$ cat src/rtl/vga_fb_arbiter.sv
// Framebuffer RAM port arbiter: display scan-out has absolute priority, the CPU
// gets every other cycle. Also holds the tear-free double-buffered frame base.
module vga_fb_arbiter #(
  parameter int H_LINE = 640,
  parameter int V_LINE = 480,
  parameter int PX_W   = 4,
  parameter int WORD_W = 32,
  parameter int ADDR_W = 16
) (
  input  logic                       pxclk,
  input  logic                       rst_n,
  input  logic [$clog2(H_LINE)-1:0]  xaddr,
  input  logic [$clog2(V_LINE)-1:0]  yaddr,
  input  logic                       addr_valid,
  input  logic                       vsync,
  output logic [PX_W-1:0]            pixel,
  output logic                       pixel_valid,
  input  logic                       cpu_req,
  input  logic                       cpu_we,
  input  logic [ADDR_W-1:0]          cpu_addr,
  input  logic [WORD_W-1:0]          cpu_wdata,
  input  logic [WORD_W/8-1:0]        cpu_wstrb,
  output logic                       cpu_gnt,
  output logic                       cpu_rvalid,
  output logic [WORD_W-1:0]          cpu_rdata,
  input  logic                       base_wr,
  input  logic [ADDR_W-1:0]          base_wdata,
  output logic [ADDR_W-1:0]          base_active,
  output logic                       frame_start,
  output logic                       ram_en,
  output logic                       ram_we,
  output logic [ADDR_W-1:0]          ram_addr,
  output logic [WORD_W-1:0]          ram_wdata,
  output logic [WORD_W/8-1:0]        ram_wstrb,
  input  logic [WORD_W-1:0]          ram_rdata
);
  localparam int PPW = WORD_W / PX_W;
  localparam int LPW = $clog2(PPW);
  localparam int WPL = H_LINE / PPW;

  typedef enum logic [1:0] {OWN_NONE, OWN_DISP, OWN_CPU} owner_e;

  owner_e                       rd_owner;
  logic                         disp_fetch;
  logic [ADDR_W-1:0]            disp_addr;
  logic [PPW-1:0][PX_W-1:0]     shift_q;
  logic [1:0][LPW-1:0]          sel_pipe;
  logic [2:1]                   vld_pipe;
  logic                         vsync_q;
  logic [ADDR_W-1:0]            base_pending;

  // One fetch per PPW pixels, on the first pixel of each word.
  assign disp_fetch = addr_valid && (xaddr[LPW-1:0] == '0);
  assign disp_addr  = base_active + ADDR_W'(yaddr) * ADDR_W'(WPL)
                    + ADDR_W'(xaddr >> LPW);

  always_comb begin
    cpu_gnt   = 1'b0;
    ram_en    = 1'b0;
    ram_we    = 1'b0;
    ram_addr  = '0;
    ram_wdata = '0;
    ram_wstrb = '0;
    if (rst_n) begin
      if (disp_fetch) begin
        ram_en   = 1'b1;
        ram_addr = disp_addr;
      end else if (cpu_req) begin
        cpu_gnt   = 1'b1;
        ram_en    = 1'b1;
        ram_we    = cpu_we;
        ram_addr  = cpu_addr;
        ram_wdata = cpu_wdata;
        ram_wstrb = cpu_wstrb;
      end
    end
  end

  always_ff @(posedge pxclk) begin
    if (!rst_n) begin
      rd_owner     <= OWN_NONE;
      shift_q      <= '0;
      sel_pipe     <= '0;
      vld_pipe     <= '0;
      vsync_q      <= 1'b0;
      base_pending <= '0;
      base_active  <= '0;
    end else begin
      if (disp_fetch)             rd_owner <= OWN_DISP;
      else if (cpu_gnt && !cpu_we) rd_owner <= OWN_CPU;
      else                        rd_owner <= OWN_NONE;
      if (rd_owner == OWN_DISP) shift_q <= ram_rdata;
      vld_pipe <= {vld_pipe[1], addr_valid};
      sel_pipe <= {sel_pipe[0], xaddr[LPW-1:0]};
      vsync_q  <= vsync;
      // Swap takes the old pending value even if base_wr lands this cycle.
      if (frame_start) base_active <= base_pending;
      if (base_wr)     base_pending <= base_wdata;
    end
  end

  assign frame_start = rst_n && vsync && !vsync_q;
  assign cpu_rvalid  = rst_n && (rd_owner == OWN_CPU);
  assign cpu_rdata   = cpu_rvalid ? ram_rdata : '0;
  assign pixel_valid = rst_n && vld_pipe[2];
  assign pixel       = pixel_valid ? shift_q[sel_pipe[1]] : '0;
endmodule

$ cat config.mk
export PLATFORM = sky130hd
export DESIGN_NAME = vga_fb_arbiter
export DESIGN_NICKNAME = d
export VERILOG_FILES = /design/src/rtl/vga_fb_arbiter.sv
export SDC_FILE = /design/constraint.sdc
export NUM_CORES = 1
export LEC_CHECK = 0
export CAP_MARGIN = 20
export CORE_ASPECT_RATIO = 0.8
export CORE_UTILIZATION = 45
export CTS_CLUSTER_SIZE = 8
export DETAILED_ROUTE_END_ITERATION = 6
export GPL_TIMING_DRIVEN = 0
export PLACE_DENSITY = 0.95
export SLEW_MARGIN = 20
export SYNTH_ARGS = -nofsm -noshare
export SYNTH_HDL_FRONTEND = slang
export SYNTH_SLANG_ARGS = --single-unit
$ cat constraint.sdc
create_clock -name pxclk -period 10.02 [get_ports pxclk]
set_input_delay 3.006 -clock pxclk [delete_from_list [all_inputs] [get_ports pxclk]]
set_output_delay 3.006 -clock pxclk [all_outputs]
set_load 0.01 [all_outputs]
==> impl_metrics.env <==
export IMPL_clk_latency_ps=330
export IMPL_dieArea_mm2=0.0111
export IMPL_drive_above_1_share=0.0524
export IMPL_synth_edf_count=0
export IMPL_power_leakage_nw=3.00
export IMPL_period_minus_slack_ps=9850
export IMPL_totalPowerFinal_mw=0.861
export IMPL_worst_path_max_delay_cell="clkdlybuf4s50_1"
export IMPL_crit_path_end_kind="output pin"
export IMPL_hold_viol=0
export IMPL_wl_per_cell_um=17.0
export IMPL_cap_viol_max_count=0
export IMPL_yosysTopAreaCell="dfxtp_1"
export IMPL_maxSlewViolCount=0
export IMPL_pwr_share_clk=0.343
export IMPL_synth_seq_cells=75
export IMPL_clockRootBuffer="clkbuf_16"
export IMPL_critPathLaunchType="input pin"
export IMPL_grt_usage=0.292
export IMPL_critPathRequiredTime_ps=7010
export IMPL_fmax_ghz=0.101
export IMPL_final_cell_area_mm2=0.00766
export IMPL_ctsHoldBuffers=0
export IMPL_clk_pin_slew_ps=60
export IMPL_rows=33
export IMPL_critPathMaxStageDelay_ps=560
export IMPL_drc=0
export IMPL_rrSetupSlack_ps=8450
export IMPL_path_class="input pin to output pin"
export IMPL_whs_path_depth=1
export IMPL_via_per_inst=5.21
export IMPL_cp_cell_sequence="clkdlybuf4s50_1 > ha_1 > ha_1 > fa_1 > a21oi_2 > nor2b_1 > nor2_1 > xnor2_1 > ha_1 > ha_2 > a21o_1 > nor2_1 > a31oi_1 > xnor2_1 > o21ai_0 > clkdlybuf4s50_1"
export IMPL_grt_pass1_wl_mm=25.7
export IMPL_yosysUniqueCellTypes=46
export IMPL_cp_max_fo=6
export IMPL_instances_no_fill=961
export IMPL_fin_crit_sh=0.983
export IMPL_syn_area_mm2=0.00482
export IMPL_skew_ps=5.01
export IMPL_start_util=0.467
export IMPL_p_sw_frac=0.285
export IMPL_final_antenna_net_count=0
export IMPL_gp_congestion=0.955
export IMPL_combPwrFrac=0.291
export IMPL_core_area_mm2=0.0103
export IMPL_antenna_found_initial=0
export IMPL_p_sw_mw=0.245
export IMPL_synthArstFlopShare=0
export IMPL_peakVddDrop_mv=0.103
export IMPL_cts_tree="yes"
export IMPL_dpl_cell_area_mm2=0.00734
export IMPL_placed_cells=946
export IMPL_slew_headroom=0.570
export IMPL_netlist_area_leader_share=0.311
export IMPL_yosysWarnings=0
export IMPL_die_x_um=118
export IMPL_clockBufferDepth=2
export IMPL_area_growth_synth_to_final_pct=58.8
export IMPL_syn_area_per_cell_um2=8.43
export IMPL_worstHoldEndpoint="vld_pipe[2]$_SDFF_PN0_"
export IMPL_nets=988
export IMPL_ys_seq_area_frac=0.311
export IMPL_hp_class="register to register"
export IMPL_synth_cells=572
export IMPL_cp_arrival_ps=6850
export IMPL_worstReg2RegStart="rd_owner[0]$_SDFF_PN0_"
export IMPL_synthTopCellsByArea="dfxtp_1 (31%), ha_1 (10%), and2_1 (10%)"
export IMPL_p_int_mw=0.616
export IMPL_utilization=0.742
export IMPL_min_from="vld_pipe[1]$_SDFF_PN0_"
export IMPL_grt_overflow=0
export IMPL_via_count=5006
export IMPL_yosys_cell_count_top_type="nand2_1"
export IMPL_cpMostUsedCell="ha_1"
export IMPL_grt_pass1_vias=5095
export IMPL_drt_first_pass_iters=4
export IMPL_synthFlopType="dfxtp_1"
export IMPL_io_buffers=234
export IMPL_die_h_um=94.6
export IMPL_outcome="complete, no violations"
export IMPL_pre_cts_ws_ps=-142
export IMPL_drt_iter0_markers=181
export IMPL_layout_setup_ws_ps=166
export IMPL_setup_violations=0
export IMPL_synthTopCellsByCount="nand2_1 (119), and2_1 (78), dfxtp_1 (75)"
export IMPL_worstMarginPinSlew_ps=642
export IMPL_ios=236
export IMPL_r2r_end="shift_q[5]$_SDFFE_PN0N_"
export IMPL_sequentialPowerShare=0.366
export IMPL_cts_buffers=9
export IMPL_grt_max_degree=14
export IMPL_cts_max_level=3
export IMPL_dp_hpwl_mm=13.0
export IMPL_cts_sinks=75
export IMPL_p_per_area_mw_per_mm2=112
export IMPL_worst_r2r_cell_count=5
export IMPL_syn_nets=743
export IMPL_antennaDiodeCount=0
export IMPL_routed_wl_mm=16.3
==> power groups by stage <==
| stage | clock network (mW) | registers, mW | logic, mW |
|---|---|---|---|
| detailed placement | 0 | 0.321 | 0.243 |
| finish | 0.295 | 0.315 | 0.251 |
| global route | 0.309 | 0.316 | 0.271 |
| CTS | 0.297 | 0.315 | 0.247 |
| global placement | 0 | 0.321 | 0.239 |
| floorplan | 0 | 0.320 | 0.126 |
==> sequential cells by signal, summed over array words and instances (netlist names) <==
register      cells
vsync_q           1
sel_pipe          6
base_pending     16
shift_q          32
base_active      16
rd_owner          2
vld_pipe          2
==> cell usage in the layout (no fill, tap or decap), drive strengths merged, types with 2 or more instances in the layout <==
| cell type | instances |
|---|---|
| clkdlybuf4s50 | 231 |
| a22o | 3 |
| nor2b | 19 |
| nand3 | 3 |
| a211oi | 2 |
| fa | 5 |
| nor2 | 14 |
| a21oi | 14 |
| inv | 14 |
| clkinv | 2 |
| buf | 5 |
| xor2 | 4 |
| clkbuf | 38 |
| nor4b | 2 |
| o211ai | 2 |
| and2 | 78 |
| ha | 40 |
| xnor2 | 13 |
| a32o | 2 |
| o21ai | 37 |
| dfxtp | 75 |
| a21boi | 33 |
| clkinvlp | 2 |
| mux2i | 20 |
| nand2b | 7 |
| nor3 | 3 |
| mux4 | 8 |
| a21o | 7 |
| nand2 | 119 |
| a31oi | 3 |
| dlymetal6s2s | 2 |
==> routing by layer <==
layer	GRT usage	wire length, µm
met1	0.362	7060
met2	0.518	7960
met3	0.0604	1130
met4	0.0801	187
met5	0	0
==> critical path, delay by kind of cell <==
family	cells	cell delay, ps
AO/OA/AOI/OAI	4	720
XOR/XNOR	2	230
adder cells (fa/ha/maj)	5	1630
buffers and inverters	2	1030
AND/OR/NAND/NOR	3	220
==> how the worst max path moves through the flow <==
stage	startpoint	end	slack (ps)	depth (start not counted)
finish	yaddr[1]	ram_addr[12]	170	16
floorplan	yaddr[1]	ram_addr[14]	1100	15
global placement	yaddr[1]	ram_addr[14]	-140	17
detailed placement	yaddr[1]	ram_addr[14]	-140	17
CTS	yaddr[1]	ram_addr[15]	60	17
global route	yaddr[1]	ram_addr[12]	-10	16
==> timing repair <==
item                                    CTS  global route
buffers inserted                          0             0
resized for setup                         5             6
endpoints found under the hold margin     0             0
endpoints found under the setup margin    2             4
==> metrics by stage <==
| stage | hold slack (ps) | setup TNS [ps] |
|---|---|---|
| global placement | 426 | -139 |
| global route | 453 | -13.4 |
| CTS | 445 | 0 |
| floorplan | 412 | 0 |
| detailed placement | 420 | -155 |
| finish | 441 | 0 |
==> area by class of cell <==
class,instances,area (µm²)
Timing Repair Buffer,234,2350
Clock inverter,5,37.5
Inverter,13,48.8
Tap cell,140,175
Clock buffer,10,239
Sequential cell,75,1500
Fill cell,744,2670
Multi-Input combinational cell,451,3180
Buffer,33,133
==> kinds of logic (layout without fill, tap and decap cells) <==
logic type	count (synthesis)	after routing	synth area share
multiplexers	28	28	0.0789
flip-flops	75	75	0.311
XOR/XNOR	17	17	0.0324
AO/OA/AOI/OAI	110	110	0.155
adder cells (fa/ha/maj)	45	45	0.125
buffers and inverters	46	295	0.0376
AND/OR/NAND/NOR	251	251	0.261
(Power assumes the default switching activity.)
